$ cat src/rtl/tlb_assoc.sv
// Fully-associative, thread-tagged TLB with 1-cycle registered lookup,
// in-place update, lowest-free fill, round-robin replacement and per-thread/global flush.
module tlb_assoc #(
  parameter int N_ENTRIES = 4,
  parameter int VPN_W     = 20,
  parameter int PPN_W     = 8,
  parameter int OFF_W     = 12,
  parameter int TID_W     = 3,
  parameter int CNT_W     = 16
) (
  input  logic                         clk,
  input  logic                         rst_n,
  input  logic                         req_valid,
  input  logic [TID_W-1:0]             req_tid,
  input  logic [VPN_W+OFF_W-1:0]       req_vaddr,
  output logic                         rsp_valid,
  output logic                         rsp_hit,
  output logic                         rsp_miss,
  output logic [PPN_W+OFF_W-1:0]       rsp_paddr,
  output logic [TID_W-1:0]             rsp_tid,
  input  logic                         wr_en,
  input  logic [TID_W-1:0]             wr_tid,
  input  logic [VPN_W-1:0]             wr_vpn,
  input  logic [PPN_W-1:0]             wr_ppn,
  input  logic                         flush_all,
  input  logic                         flush_tid_en,
  input  logic [TID_W-1:0]             flush_tid,
  output logic [$clog2(N_ENTRIES):0]   n_valid,
  output logic [CNT_W-1:0]             miss_count
);
  localparam int IDX_W = $clog2(N_ENTRIES);
  localparam int NV_W  = IDX_W + 1;

  logic [N_ENTRIES-1:0] valid, valid_nx;
  logic [TID_W-1:0]     tid_q [N_ENTRIES];
  logic [VPN_W-1:0]     vpn_q [N_ENTRIES];
  logic [PPN_W-1:0]     ppn_q [N_ENTRIES];
  logic [IDX_W-1:0]     victim;

  logic [VPN_W-1:0] req_vpn;
  logic             lk_hit;
  logic [PPN_W-1:0] lk_ppn;

  logic             wr_hit, free_any, do_wr;
  logic [IDX_W-1:0] wr_hit_idx, free_idx, wr_idx;
  logic [NV_W-1:0]  cnt_nx;

  assign req_vpn = req_vaddr[VPN_W+OFF_W-1:OFF_W];

  // Matches are unique per (tid, vpn), so OR-combining the matched ppn is safe.
  always_comb begin
    lk_hit = 1'b0;
    lk_ppn = '0;
    for (int unsigned i = 0; i < N_ENTRIES; i++) begin
      if (valid[i] && tid_q[i] == req_tid && vpn_q[i] == req_vpn) begin
        lk_hit = 1'b1;
        lk_ppn = lk_ppn | ppn_q[i];
      end
    end
  end

  always_comb begin
    wr_hit     = 1'b0;
    wr_hit_idx = '0;
    free_any   = 1'b0;
    free_idx   = '0;
    for (int unsigned i = 0; i < N_ENTRIES; i++) begin
      if (valid[i] && tid_q[i] == wr_tid && vpn_q[i] == wr_vpn) begin
        wr_hit     = 1'b1;
        wr_hit_idx = IDX_W'(i);
      end
      if (!valid[i] && !free_any) begin
        free_any = 1'b1;
        free_idx = IDX_W'(i);
      end
    end
    wr_idx = wr_hit ? wr_hit_idx : (free_any ? free_idx : victim);
    do_wr  = wr_en && !flush_all && !flush_tid_en;
  end

  always_comb begin
    valid_nx = valid;
    cnt_nx   = '0;
    for (int unsigned i = 0; i < N_ENTRIES; i++) begin
      if (flush_all)
        valid_nx[i] = 1'b0;
      else if (flush_tid_en && tid_q[i] == flush_tid)
        valid_nx[i] = 1'b0;
      else if (do_wr && IDX_W'(i) == wr_idx)
        valid_nx[i] = 1'b1;
      cnt_nx = cnt_nx + NV_W'(valid_nx[i]);
    end
  end

  always_ff @(posedge clk) begin
    if (do_wr) begin
      tid_q[wr_idx] <= wr_tid;
      vpn_q[wr_idx] <= wr_vpn;
      ppn_q[wr_idx] <= wr_ppn;
    end
  end

  always_ff @(posedge clk or negedge rst_n) begin
    if (!rst_n) begin
      valid      <= '0;
      victim     <= '0;
      n_valid    <= '0;
      miss_count <= '0;
      rsp_valid  <= 1'b0;
      rsp_hit    <= 1'b0;
      rsp_miss   <= 1'b0;
      rsp_paddr  <= '0;
      rsp_tid    <= '0;
    end else begin
      valid   <= valid_nx;
      n_valid <= cnt_nx;
      if (do_wr && !wr_hit && !free_any)
        victim <= (victim == IDX_W'(N_ENTRIES - 1)) ? '0 : victim + 1'b1;
      rsp_valid <= req_valid;
      rsp_hit   <= req_valid && lk_hit;
      rsp_miss  <= req_valid && !lk_hit;
      rsp_paddr <= (req_valid && lk_hit) ? {lk_ppn, req_vaddr[OFF_W-1:0]} : '0;
      rsp_tid   <= req_valid ? req_tid : '0;
      if (req_valid && !lk_hit && miss_count != '1)
        miss_count <= miss_count + 1'b1;
    end
  end
endmodule
$ cat config.mk
export PLATFORM = sky130hd
export DESIGN_NAME = tlb_assoc
export DESIGN_NICKNAME = d
export VERILOG_FILES = /design/src/rtl/tlb_assoc.sv
export SDC_FILE = /design/constraint.sdc
export NUM_CORES = 1
export LEC_CHECK = 0
export ABC_CLOCK_PERIOD_IN_PS = 4600
export BUFFER_PORTS_ARGS = -buffer_cell sky130_fd_sc_hd__buf_2
export CORE_MARGIN = 1
export CORE_UTILIZATION = 42
export DETAILED_ROUTE_END_ITERATION = 12
export GPL_TIMING_DRIVEN = 0
export PLACE_DENSITY_LB_ADDON = 0.1
export RECOVER_POWER = 50
export SYNTH_ARGS = -nofsm -noshare
export SYNTH_HDL_FRONTEND = slang
export SYNTH_SLANG_ARGS = --single-unit
$ cat constraint.sdc
create_clock -name clk -period 4.6 [get_ports clk]
set_input_delay 0.23 -clock clk [delete_from_list [all_inputs] [get_ports clk]]
set_output_delay 0.23 -clock clk [all_outputs]
set_load 0.02 [all_outputs]
==> results.py, run 1 <==
metrics = {
    "critical_path": {
        "crit_top_cell": "ha_1",
        "r2r_slack_ns": 0.58,
        "critical_path_buf_inv_count": 2,
        "endpoint_kind": "flip-flop",
        "worstPathMaxFanout": 22,
        "arrival_ns": 4.35,
        "crit_type": "flip-flop to flip-flop",
        "cp_data_required_time_ns": 4.93,
        "cp_top_family": "compound AO/OA/AOI/OAI gates",
        "crit_chain": "xor2_1, nor4_1, nand4_1, o21ai_0, o211a_4, o211a_2, buf_12, a21oi_1, fa_1, inv_1, ha_1, ha_1",
        "critical_path.slowest_cell": "fa_1",
        "cpPeakStageDelay_ns": 0.55,
        "startpoint_type": "flip-flop",
    },
    "detailed_routing": {
        "routed_wl_um": 27200,
        "drcViolationCount": 0,
        "viasPerCell": 5.60,
        "drt_iter0_drc": 535,
        "detail-route-antenna-nets": 0,
        "vias": 5993,
        "firstDrtPassIters": 5,
        "avgRoutedWirePerCell_um": 25.4,
    },
    "cts": {
        "ctsHoldBuffers": 7,
        "path_clk_slew_ns": 0.08,
        "ctsHtreeMaxLevel": 4,
        "numClockSinks": 175,
        "cts_buffer_depth": 2,
        "ctsResizeCount": 0,
        "post_cts_buffers": 0,
        "clock_latency_ns": 0.45,
        "root_buffer": "clkbuf_16",
        "cts_tree": "done",
        "cts_buffers": 17,
    },
    "power_and_ir_drop": {
        "switchingPower_mw": 1.11,
        "intPower_mw": 2.65,
        "p_per_area_nw_per_um2": 368,
        "peakVddDrop_mv": 0.220,
        "switching_share_pct": 29.6,
        "p_seq_share_pct": 48.0,
        "combPwrFrac_pct": 12.4,
        "leakagePower_nw": 3.70,
        "total_power_mw": 3.76,
        "p_clk_share_pct": 39.5,
    },
    "synthesis": {
        "synth_largest_area_cell": "edfxtp_1",
        "yosysMostFrequentCell": "xor2_1",
        "syn-mean-instance-area_um2": 13.2,
        "syn-cell-area_um2": 8560,
        "ys_ff_latch": 175,
        "syn_nets": 729,
        "synth_common_cells": "xor2_1 (142), edfxtp_1 (124), xnor2_1 (69), nor4_1 (59), dfrtp_1 (51)",
        "async_flop_share_pct": 29.1,
        "yosysSeqAreaShare_pct": 58.4,
        "ys.flop_type": "edfxtp_1",
        "yosys-top-cells-area": "edfxtp_1 (43%), dfrtp_1 (15%), xor2_1 (15%)",
        "synth_top_cell_area_share_pct": 43.5,
        "synth_edf_count": 124,
        "synth_warnings": 0,
        "synthCells": 649,
        "yosysUniqueCellTypes": 48,
    },
    "sta": {
        "slew_violations": 52,
        "rsz0062_at_grt": "no",
        "fin_crit_sh_pct": 87.5,
        "final.setup.worst_slack_ns": 0.576,
        "fin_crit_ns": 4.02,
        "finClkSkew_ns": 0.0138,
        "final.setup.tns_ns": 0,
        "relSlewSlack_pct": -83.0,
        "hold_slack_ns": 0.0172,
        "setup_viol": 0,
        "finalHoldViolations": 0,
        "fmax_mhz": 248,
        "worst_pin_slew_ns": 2.75,
    },
    "placement": {
        "hpwlAfterDp_um": 21300,
        "gp_congestion": 0.982,
        "dpl-instance-area_um2": 9610,
        "dp_slack_ns": 0.599,
        "numPortBuffers": 112,
        "dp_cells": 1032,
    },
    "cells_and_area": {
        "diodes": 0,
        "nets": 873,
        "drive_above_1_share_pct": 15.4,
        "post-route-util_pct": 51.9,
        "seq_area_um2": 5000,
        "area_delta_synth_final_pct": 19.5,
        "multiInputGateArea_um2": 3500,
        "fillers": 1707,
        "final_cell_area_um2": 10200,
        "finalNonFillerCells": 1071,
    },
    "run_status": {
        "status": "finished with violations",
        "violations": "capacitance limit, slew limit",
    },
    "floorplanning": {
        "fp-row-count": 51,
        "dieWidth_um": 145,
        "die_h_um": 145,
        "dieArea_um2": 21000,
        "io_pins": 120,
        "initial_utilization_pct": 43.4,
        "coreArea_um2": 19700,
    },
    "flow_run": {
        "maxCapViolations": 1,
    },
    "global_route": {
        "antenna_found_initial": 0,
        "grt_max_degree": 52,
        "grt_pass1_wl_um": 39000,
        "grt_remaining_overflow": 0,
        "track_usage_pct": 27.4,
        "grt_pass1_vias": 5922,
    },
    "hold_path": {
        "hp-class": "primary input to flip-flop",
    },
}
## registers in the layout, summed over array words and instances, names as in the netlist
signal / cells
miss_count: 16
n_valid: 3
ppn_q: 32
rsp_hit: 1
rsp_miss: 1
rsp_paddr: 20
rsp_tid: 3
rsp_valid: 1
tid_q: 12
valid: 4
victim: 2
vpn_q: 80
## area by class of cell
cell class / instances / share of cell area [%]
sequential: 175 / 48.9
multi-input combinational: 456 / 34.2
timing repair buffer: 125 / 6.96
clock buffer: 17 / 4.16
tap: 265 / 3.24
clock inverter: 15 / 1.80
buffer: 12 / 0.538
inverter: 6 / 0.220
## layer usage
metal	vias to the layer above	track usage, %	wire length (um)
li1	2745	-	-
met1	2987	37.6	12200
met2	232	42.1	12400
met3	29	7.57	2020
met4	0	8.14	504
met5	-	0	0
## logic make-up after synthesis
logic type,Yosys count,synth area share [%]
AO/OA/AOI/OAI,46,3.92
XOR/XNOR,211,21.6
adder cells (fa/ha/maj),5,0.818
buffers and inverters,18,0.906
flip-flops,175,58.4
multiplexers,3,0.438
AND/OR/NAND/NOR,191,14.0
## power by group through the flow
stage	Combinational (mW)	Clock, mW	Sequential [mW]
final	0.468	1.49	1.81
after global routing	0.506	1.56	1.81
after CTS	0.473	1.51	1.80
after detailed placement	0.465	0	1.84
after global placement	0.450	0	1.84
after floorplan	0.190	0	1.88
## cell usage in the layout, fill, tap and decap left out, types with 2 or more instances in the layout
cell type / instances
xor2_1: 142
edfxtp_1: 124
xnor2_1: 69
buf_2: 66
nor4_1: 59
clkbuf_1: 56
dfrtp_1: 51
nand4_1: 41
clkbuf_16: 17
a22oi_1: 16
and3_1: 14
nor2_1: 13
nand2_1: 12
nand3_1: 9
a21oi_1: 9
nor3_1: 7
dlygate4sd3_1: 7
nor3_2: 6
inv_8: 6
or4_1: 5
inv_1: 5
o21a_1: 4
o21ai_0: 4
a41oi_1: 4
ha_1: 4
clkinv_8: 4
buf_16: 4
nor2b_1: 3
and2_0: 3
nand4b_1: 3
and4_1: 3
clkinv_4: 3
or3_1: 2
o21ai_1: 2
o22a_1: 2
mux2_1: 2
## final timing paths
path / start / to / cells after the start
max: vpn_q[0][1]$_DFFE_PP_ / n_valid[1]$_DFF_PN0_ / 12
min: req_vaddr[0] / rsp_paddr[0]$_DFF_PN0_ / 2
max reg2reg: vpn_q[0][1]$_DFFE_PP_ / n_valid[1]$_DFF_PN0_ / 12
min reg2reg: miss_count[15]$_DFFE_PN0P_ / miss_count[15]$_DFFE_PN0P_ / 1
max in group asynchronous: rst_n / rsp_paddr[15]$_DFF_PN0_ / 1
min in group asynchronous: rst_n / victim[0]$_DFFE_PN0P_ / 1
(Power assumes the default switching activity.)
==> run 2: changes to the inputs <==
--- a/config.mk
+++ b/config.mk
@@ -5,10 +5,12 @@
 export SDC_FILE = /design/constraint.sdc
 export NUM_CORES = 1
 export LEC_CHECK = 0
-export ABC_CLOCK_PERIOD_IN_PS = 4600
+export ABC_AREA = 1
+export ABC_CLOCK_PERIOD_IN_PS = 4750
 export BUFFER_PORTS_ARGS = -buffer_cell sky130_fd_sc_hd__buf_2
 export CORE_MARGIN = 1
 export CORE_UTILIZATION = 42
+export CTS_CLUSTER_SIZE = 25
 export DETAILED_ROUTE_END_ITERATION = 12
 export GPL_TIMING_DRIVEN = 0
 export PLACE_DENSITY_LB_ADDON = 0.1
==> constraint.sdc (replaced) <==
create_clock -name clk -period 4.75 [get_ports clk]
set_input_delay 0.2375 -clock clk [delete_from_list [all_inputs] [get_ports clk]]
set_output_delay 0.2375 -clock clk [all_outputs]
set_load 0.02 [all_outputs]
==> results.py, run 2 <==
metrics = {
    "run_status": {
        "status": "finished with violations",
        "violations": "capacitance limit, slew limit",
    },
    "detailed_routing": {
        "avgRoutedWirePerCell_um": 21.0,
        "vias": 9088,
        "firstDrtPassIters": 5,
        "drcViolationCount": 0,
        "detail-route-antenna-nets": 0,
        "drt_iter0_drc": 897,
        "routed_wl_um": 36500,
        "viasPerCell": 5.22,
    },
    "sta": {
        "finalHoldViolations": 0,
        "fin_crit_ns": 3.33,
        "relSlewSlack_pct": -91.3,
        "rsz0062_at_grt": "no",
        "finClkSkew_ns": 0.0202,
        "slew_violations": 52,
        "worst_pin_slew_ns": 2.87,
        "setup_viol": 0,
        "hold_slack_ns": 0.0353,
        "fmax_mhz": 301,
        "final.setup.tns_ns": 0,
        "fin_crit_sh_pct": 70.0,
    },
    "cts": {
        "numClockSinks": 175,
        "root_buffer": "clkbuf_16",
        "cts_buffers": 17,
        "cts_buffer_depth": 2,
        "ctsHoldBuffers": 22,
        "ctsHtreeMaxLevel": 4,
        "clock_latency_ns": 0.46,
        "path_clk_slew_ns": 0.07,
        "ctsResizeCount": 0,
        "post_cts_buffers": 0,
        "cts_tree": "done",
    },
    "cells_and_area": {
        "area_delta_synth_final_pct": 17.9,
        "drive_above_1_share_pct": 10.8,
        "nets": 1488,
        "regMostFlops": "vpn_q",
        "diodes": 0,
        "largest_reg_flops": 80,
        "reg_top3": "vpn_q: 80 flops, ppn_q: 32 flops, rsp_paddr: 20 flops",
        "layout_common_cells": "nand2_1 (401), inv_1 (192), nor2_1 (157), edfxtp_1 (124), buf_2 (65)",
        "post-route-util_pct": 50.3,
        "multiInputGateArea_um2": 4090,
        "seq_area_um2": 5000,
        "fillers": 2358,
        "final_common_cell": "nand2_1",
    },
    "placement": {
        "numPortBuffers": 114,
        "gp_congestion": 1.01,
        "hpwlAfterDp_um": 28100,
    },
    "synthesis": {
        "yosysUniqueCellTypes": 35,
        "yosysSeqAreaShare_pct": 50.1,
        "synthCells": 1252,
        "yosysMostFrequentCell": "nand2_1",
        "async_flop_share_pct": 29.1,
        "synth_warnings": 0,
        "synth_top_cell_area_share_pct": 37.3,
        "synth_edf_count": 124,
        "syn-cell-area_um2": 9980,
        "syn-mean-instance-area_um2": 7.97,
        "syn_nets": 1332,
        "synth_common_cells": "nand2_1 (401), inv_1 (196), nor2_1 (157), edfxtp_1 (124), o22ai_1 (55)",
        "ys.flop_type": "edfxtp_1",
        "synth_largest_area_cell": "edfxtp_1",
        "yosys-top-cells-area": "edfxtp_1 (37%), nand2_1 (15%), dfrtp_1 (13%)",
        "ys_ff_latch": 175,
    },
    "floorplanning": {
        "dieArea_um2": 24400,
        "fp-row-count": 56,
        "coreArea_um2": 23400,
        "initial_utilization_pct": 42.6,
        "dieWidth_um": 156,
        "io_pins": 120,
        "die_h_um": 156,
    },
    "critical_path": {
        "cp_data_required_time_ns": 5.07,
        "startpoint_type": "primary input",
        "crit_type": "primary input to flip-flop",
        "endpoint_kind": "flip-flop",
        "arrival_ns": 3.65,
        "worstPathMaxFanout": 10,
    },
    "global_route": {
        "grt_remaining_overflow": 0,
        "use_met1_pct": 44.3,
        "grt_max_degree": 52,
        "antenna_found_initial": 0,
        "top_usage_layer": "met2",
        "track_usage_pct": 30.7,
        "global_route.usage.met2_pct": 46.5,
        "grt_pass1_vias": 8263,
        "grt_pass1_wl_um": 52600,
        "use_met3_pct": 4.86,
    },
    "power_and_ir_drop": {
        "p_per_area_nw_per_um2": 309,
        "peakVddDrop_mv": 0.153,
        "leakagePower_nw": 5.49,
    },
    "hold_path": {
        "hp-class": "primary input to flip-flop",
    },
    "flow_run": {
        "maxCapViolations": 1,
    },
}
[run 2: metal layers]
metal,vias up,part of all wire (%)
li1,4330,-
met1,4327,46
met2,390,44
met3,41,7.3
met4,0,2.5
met5,-,0
[run 2: area by class of cell]
type,count,area share (%)
tap,319,3.39
buffer,16,0.946
timing repair buffer,137,6.32
clock inverter,15,1.89
multi-input combinational,855,34.8
clock buffer,17,3.62
sequential,175,42.5
inverter,206,6.57
[run 2: critical path, stage by stage]
cell,delay (ns)
dlygate4sd3_1,0.53
clkbuf_1,0.19
buf_2,0.28
inv_1,0.08
o21ai_0,0.25
nor2_1,0.07
nand2_1,0.08
nor2_1,0.06
nand3_1,0.12
nand2_1,0.07
nor2_1,0.16
nand2_1,0.12
nand2_1,0.10
nand3_1,0.12
nand2_1,0.09
nand2_1,0.08
fa_1,0.51
inv_1,0.04
ha_1,0.17
ha_1,0.28
[run 2: metrics by stage]
| stage | area [um^2] | std cells | total power, mW | setup slack (ns) |
|---|---|---|---|---|
| floorplan | 9980 | 1252 | 1.95 | 2.29 |
| global placement | 10900 | 1685 | 2.13 | 1.16 |
| detailed placement | 11000 | 1686 | 2.13 | 1.54 |
| CTS | 11800 | 1740 | 3.67 | 1.51 |
| global route | 11800 | 1740 | 3.77 | 1.18 |
| finish | 11800 | 1740 | 3.63 | 1.42 |
[run 2: path summary, 6_finish.rpt]
| path | to | slack [ns] | cells past startpoint | startpoint |
|---|---|---|---|---|
| max in group asynchronous | rsp_paddr[3]$_DFF_PN0_ | 2.42 | 1 | rst_n |
| min in group asynchronous | victim[0]$_DFFE_PN0P_ | 0.70 | 1 | rst_n |
| worst min register to register | miss_count[8]$_DFFE_PN0P_ | 0.53 | 2 | miss_count[8]$_DFFE_PN0P_ |
| worst max register to register | n_valid[1]$_DFF_PN0_ | 1.49 | 16 | vpn_q[1][0]$_DFFE_PP_ |
| worst min-delay path | rsp_tid[2]$_DFF_PN0_ | 0.04 | 3 | req_tid[2] |
| worst max-delay path | n_valid[1]$_DFF_PN0_ | 1.42 | 20 | wr_vpn[9] |
[run 2: kinds of logic after synthesis]
family | count (synthesis) | synth area share (%)
and+or+nand+nor | 674 | 29.1
DFF | 175 | 50.1
adders and majority gates | 5 | 0.702
xor gates and xnor gates | 45 | 3.95
buffers and inverters | 222 | 8.87
AOI/OAI and AO/OA | 131 | 7.30
[run 2: power by group]
| group | internal [mW] | total, mW | leakage, nW | switching [mW] |
|---|---|---|---|---|
| Sequential | 1.67 | 1.71 | 1.81 | 0.0411 |
| Combinational | 0.130 | 0.403 | 3.37 | 0.273 |
| Clock | 0.743 | 1.52 | 0.311 | 0.777 |
| Total | 2.54 | 3.63 | 5.49 | 1.09 |
